==> config.mk <==
export PLATFORM = sky130hd
export DESIGN_NAME = seq_div_base
export DESIGN_NICKNAME = d
export VERILOG_FILES = /design/src/rtl/seq_div_base.sv
export SDC_FILE = /design/constraint.sdc
export NUM_CORES = 1
export LEC_CHECK = 0
export ABC_AREA = 1
export BUFFER_PORTS_ARGS = -buffer_cell sky130_fd_sc_hd__buf_2
export CAP_MARGIN = 20
export CORE_UTILIZATION = 60
export CTS_CLUSTER_SIZE = 25
export DETAILED_ROUTE_END_ITERATION = 10
export GPL_ROUTABILITY_DRIVEN = 1
export PLACE_DENSITY = 0.83
export SYNTH_ARGS = -nofsm -noshare
export SYNTH_HDL_FRONTEND = slang
export SYNTH_SLANG_ARGS = --single-unit
==> constraint.sdc <==
create_clock -name clk -period 4.2 [get_ports clk]
set_input_delay 0.63 -clock clk [delete_from_list [all_inputs] [get_ports clk]]
set_output_delay 0.63 -clock clk [all_outputs]
set_load 0.02 [all_outputs]
==> src/rtl/seq_div_base.sv <==
// Sequential restoring divider: 2N-bit dividend / N-bit divisor, one quotient bit per clock.
// Divide-by-zero and quotient overflow are caught at load and reported one cycle later.
module seq_div_base #(
    parameter int unsigned N = 6
) (
    input  logic           clk,
    input  logic           rst_n,
    input  logic           load,
    input  logic [2*N-1:0] D,
    input  logic [N-1:0]   B,
    output logic [N-1:0]   Q,
    output logic [N-1:0]   R,
    output logic           busy,
    output logic           done,
    output logic           div_by_zero,
    output logic           overflow
);

    localparam int unsigned CW = $clog2(N) + 1;
    localparam logic [CW-1:0] LAST = CW'(N - 1);

    typedef enum logic [1:0] {IDLE, RUN, DONE} state_t;

    state_t        state;
    logic [N-1:0]  rem;
    logic [N-1:0]  qsr;
    logic [N-1:0]  bq;
    logic [CW-1:0] cnt;
    logic          err_zero;
    logic          err_ovf;

    logic [N:0]    shifted;
    logic [N-1:0]  diff;
    logic          fits;
    logic [N-1:0]  rem_next;
    logic [N-1:0]  qsr_next;

    // rem < B always holds, so the partial remainder only needs N bits at rest;
    // the extra bit exists only in the shifted value, and the subtraction result
    // is below B whenever it is kept, so it is taken modulo 2^N.
    always_comb begin
        shifted  = {rem, qsr[N-1]};
        fits     = (shifted >= {1'b0, bq});
        diff     = shifted[N-1:0] - bq;
        rem_next = fits ? diff : shifted[N-1:0];
        qsr_next = {qsr[N-2:0], fits};
    end

    always_ff @(posedge clk or negedge rst_n) begin
        if (!rst_n) begin
            state       <= IDLE;
            rem         <= '0;
            qsr         <= '0;
            bq          <= '0;
            cnt         <= '0;
            err_zero    <= 1'b0;
            err_ovf     <= 1'b0;
            Q           <= '0;
            R           <= '0;
            busy        <= 1'b0;
            done        <= 1'b0;
            div_by_zero <= 1'b0;
            overflow    <= 1'b0;
        end else if (load) begin
            done        <= 1'b0;
            div_by_zero <= 1'b0;
            overflow    <= 1'b0;
            Q           <= '0;
            R           <= '0;
            bq          <= B;
            cnt         <= '0;
            rem         <= D[2*N-1:N];
            qsr         <= D[N-1:0];
            err_zero    <= (B == '0);
            err_ovf     <= (B != '0) && (D[2*N-1:N] >= B);
            if ((B == '0) || (D[2*N-1:N] >= B)) begin
                state <= DONE;
                busy  <= 1'b0;
            end else begin
                state <= RUN;
                busy  <= 1'b1;
            end
        end else begin
            case (state)
                RUN: begin
                    rem <= rem_next;
                    qsr <= qsr_next;
                    cnt <= cnt + 1'b1;
                    if (cnt == LAST) begin
                        state <= DONE;
                        busy  <= 1'b0;
                        done  <= 1'b1;
                        Q     <= qsr_next;
                        R     <= rem_next;
                    end
                end
                DONE: begin
                    // Error loads enter DONE with done still low; publish them here.
                    if (!done) begin
                        done        <= 1'b1;
                        Q           <= '1;
                        R           <= '0;
                        div_by_zero <= err_zero;
                        overflow    <= err_ovf;
                    end
                end
                default: begin
                    state <= IDLE;
                end
            endcase
        end
    end

endmodule
[After elaboration in Yosys (flattened, before gate mapping)]
Index checks and enable logic that the tools add are counted.
Word-level totals
  flip-flop bits (word level): 42
  logic and storage cells: 69
  input bits: 21
Operators by class
  order comparisons: 2
  $add $sub $neg: 2
  reduce and logical (&&, ||, !) cells: 13
  eq/ne operators: 7
  multiplexer cells: 32
Operator list (count)
  6-bit two-way mux: 11
  6-bit case mux with 2 select lines: 2
  1-bit two-way mux: 12
  4-bit two-way mux: 2
  2-bit AND reduction: 4
  7-bit by 6-bit >= comparator with 1-bit output: 1
  6-bit >= comparator: 1
  6-bit logical NOT: 1
  2-bit two-way mux: 3
  3-bit inequality test (second input constant): 2
  2-bit nonzero test: 3
  6-bit nonzero test: 1
  6-bit subtractor: 1
  4-bit by 1-bit adder with 4-bit output (second input constant): 1
  4-bit by 3-bit == test with 1-bit output (second input constant): 1
  2-bit inequality test (second input constant): 2
  2-bit case mux with 2 select lines: 1
  3-bit AND reduction: 1
  3-bit nonzero test: 1
  2-bit by 1-bit == test with 1-bit output (second input constant): 1
  2-bit == test (second input constant): 1
  1-bit case mux with 2 select lines: 1
  1-bit logical AND: 1
  1-bit logical OR: 1

[Logic depth before layout (Yosys ltp)]
  depth after elaboration: 5
  gate-level depth with buffers: 11
  depth with buffers taken out: 11

[Worst setup path before layout]
OpenSTA, ideal clock, no wires.
  kind: input-to-reg
  from: input port D[6]
  to: register state[1]
  data required time: 4071 ps
  path slack: 2610 ps
  arrival: 1462 ps
  buffers on the path: 0
  cell stages on the path: 7
  cell sequence: inv_1 -> ha_1 -> o21a_1 -> o21ai_0 -> nand2_1 -> nor2_1 -> o21ai_0
Between the ends
  cells in the longest elaborated chain, start to end: 4
RTL lines
  start: declaration: RTL line 9  | input logic [2*N-1:0] D,
  6-bit >= comparator: RTL line 76  | if ((B == '0) || (D[2*N-1:N] >= B)) begin
  1-bit logical OR: RTL line 76
  2-bit two-way mux: RTL line 76
  2-bit two-way mux: RTL line 64  | end else if (load) begin
  end signal: assignment: RTL line 77  | state <= DONE;
  end signal: assignment: RTL line 80  | state <= RUN;
  end signal: assignment: RTL line 90  | state <= DONE;
  end: declaration: RTL line 24  | state_t state;
No other way between the ends.
A chain may end at the register's enable or synchronous reset.

[Worst setup path in the final report]
  from: register rem[3]
  to: register Q[0]
Between the ends
  cells in the longest elaborated chain, start to end: 4
RTL lines
  start: declaration: RTL line 25  | logic [N-1:0] rem;
  start signal: assignment: RTL line 72  | rem <= D[2*N-1:N];
  start signal: assignment: RTL line 86  | rem <= rem_next;
  7-bit by 6-bit >= comparator with 1-bit output: RTL line 43  | fits = (shifted >= {1'b0, bq});
  6-bit two-way mux: RTL line 89  | if (cnt == LAST) begin
  6-bit case mux with 2 select lines: RTL line 84  | case (state)
  6-bit two-way mux: RTL line 64
  end signal: assignment: RTL line 93  | Q <= qsr_next;
  end: declaration: RTL line 11  | output logic [N-1:0] Q,
No other way between the ends. The select of a mux whose other input is x is not followed.

==> reports/metrics.csv <==
metric;value;unit
status;completed;
fillers;298;
first-pass iteration count of the detailed router;4;
Synth Area per Inst;8.15;µm²
Design Power;1.22;mW
setup violators final;0;
crit-path most repeated cell;nand2_1;
Layout Skew;0.00799;ns
Max VDD drop;0.274;mV
area growth from synthesis to layout;12.9;%
Post-synth ARST share;1.00;
Wirelength per Cell;13.4;µm
Worst Setup End Kind;flop;
first-pass GRT wire length;8.91;mm
die width;65.7;µm
worst setup margin;2.36;ns
maximum capacitance violations;0;
Least-Margin Pin Slew;0.910;ns
diode count;0;
critical path class;flop to flop;
number of antenna violations at the first check in global routing;0;
CP max stage cell;dfrtp_1;
CTS tree;built;
Final #Nets;373;
vias in the first global route;1948;
main combinational cell family by area after synthesis;simple AND/OR/NAND/NOR gates;
RSZ-0062 raised after global routing;no;
hold_ws;0.451;ns
GRT Util Overall;0.282;
number of nets with antenna violations after routing;0;
PwrDens;444;nW/µm²
HP Class;input pin to asynchronous set/reset pin;
simple-gate portion of the synthesized area;0.261;
row count;22;
top_reg_cell synth;dfrtp_1;
post-place setup slack;2.18;ns
final period utilization;0.439;
Synth cell types;34;
final hold vios;0;
Adder-Cell Fraction of Synth Area;0.0852;
Yosys reg bits;42;
Clk Latency, worst-skew pair;0.31;ns
Synth Area in XOR/XNOR;0.0108;
Setup Fix Bufs, Post-CTS;0;
crit-path cells;ha_1 > nand2_1 > nand2_1 > a21oi_4 > nand3_4 > o21ai_0 > nand2_1;
Setup TNS;0;ns
GRT overflow;0;
Leak Pwr;1.48;nW
mux cell area share after synthesis;0;
WP data required;4.39;ns
clock slew at reported path FFs;0.08;ns
Post-synth EDFFs;0;
Arrival @ worst endpoint;2.04;ns
Root Buffer;clkbuf_8;
net count after synthesis;336;
YS warnings;0;
hold-fix buffer count after cts;0;
slew margin rel.;0.393;
clk sinks;42;
Critical Path Source Type;flop;
Fmax;542;MHz
CP peak stage delay;0.42;ns
initial core utilization;0.646;
Max Transition Viols Final;0;
register area share after synthesis;0.431;
post-CTS sizing;0;
area share of the largest cell type after synthesis;0.431;
Via-to-Cell Ratio;5.29;
Die Y;65.7;µm
DR vias;2036;
WL final;5.16;mm
DRC;0;
post-layout min period;1.84;ns
post-synthesis instance total;299;
HPWL Detailed;3.93;mm
htree depth;2;
leading area contributor after synthesis;dfrtp_1;
gpl congestion;0.920;
Area after DPL;2640;µm²
pin count of the biggest net entering global routing;43;
die area;4320;µm²
I/O Buffers;36;
IO Count;37;
Layout Cell Area excl Fill;2750;µm²
core box area;3770;µm²
post-synth design cell area;2440;µm²
total CTS buffers;5;
Clock Path Buffers;2;
commonest non-fill, non-tap cell in the layout;nand2_1;
commonest non-fill, non-tap cells in the layout;86 x nand2_1, 42 x dfrtp_1, 42 x inv_1;
post-synthesis compound-gate area fraction;0.125;
Initial DRC Count;105;
top post-synthesis cells by area;dfrtp_1 43%, nand2_1 13%, ha_1 7.7%;
layout cells sized above 1;0.187;
crit path max fanout;8;
state kept, by name, summed over array words and instances (netlist names):
name	cells
bq	6
cnt	4
R	6
err_zero	1
div_by_zero	1
qsr	6
done	1
rem	6
err_ovf	1
state	2
Q	6
overflow	1
busy	1
final timing paths:
kind	from	end	slack (ns)	cells past startpoint
worst max register to register	rem[3]	Q[0]	2.36	7
max in group asynchronous	rst_n	rem[1]	3.18	1
worst min register to register	Q[2]	Q[2]	0.48	2
worst min-delay path	rst_n	bq[3]	0.45	1
min in group clk	Q[2]	Q[2]	0.48	2
worst max-delay path	rem[3]	Q[0]	2.36	7
cell type report:
type                    instances  area [µm²]  area share
clock buffers                   6        72.6      0.0264
multi-input cells             205        1170       0.426
clock inverters                 2        37.5      0.0136
flip-flops and latches         42        1050       0.382
repair buffers                 36         180      0.0655
well taps                      48        60.1      0.0218
inverters                      46         178      0.0645
critical path, delay by kind of cell (launching register included):
| family | cells | cell delay, ns |
|---|---|---|
| simple gates | 4 | 0.43 |
| compound gates | 2 | 0.51 |
| fa+ha+maj | 1 | 0.37 |
| flops | 1 | 0.42 |
power breakdown:
part           internal [mW]  switching (mW)  total (mW)
clock                  0.177           0.142       0.319
sequential             0.460          0.0372       0.497
combinational          0.141           0.265       0.406
total                  0.778           0.444        1.22
layer usage:
metal	vias up	share of wire	GRT usage
met5	-	0	0
met4	0	0.028	0.147
met3	14	0.051	0.0590
met2	58	0.44	0.427
met1	929	0.48	0.378
li1	1035	-	-
logic make-up (layout without fill, tap and decap cells):
family,count (synthesis),in the layout
buffers and inverters,52,90
XOR/XNOR,3,3
adder cells (fa/ha/maj),16,16
AO/OA/AOI/OAI,47,47
flip-flops,42,42
AND/OR/NAND/NOR,139,139
metrics by stage:
step                utilization  instances
finish                    0.730        385
global route              0.730        385
CTS                       0.730        385
detailed placement        0.701        377
global placement          0.701        377
floorplan                     -        299
synth_stat cells (all sizes together) (2+ instances only):
cell    number
buf          3
ha          15
nor2        22
nand3       17
a21oi        8
nand4        8
o21a         2
o22ai        2
dfrtp       42
nand2       90
o21ai       26
o221ai       3
clkbuf       3
o211ai       2
a22o         2
inv         46
or2          2
xnor2        2
No activity file was read; power rests on OpenSTA's default activity.
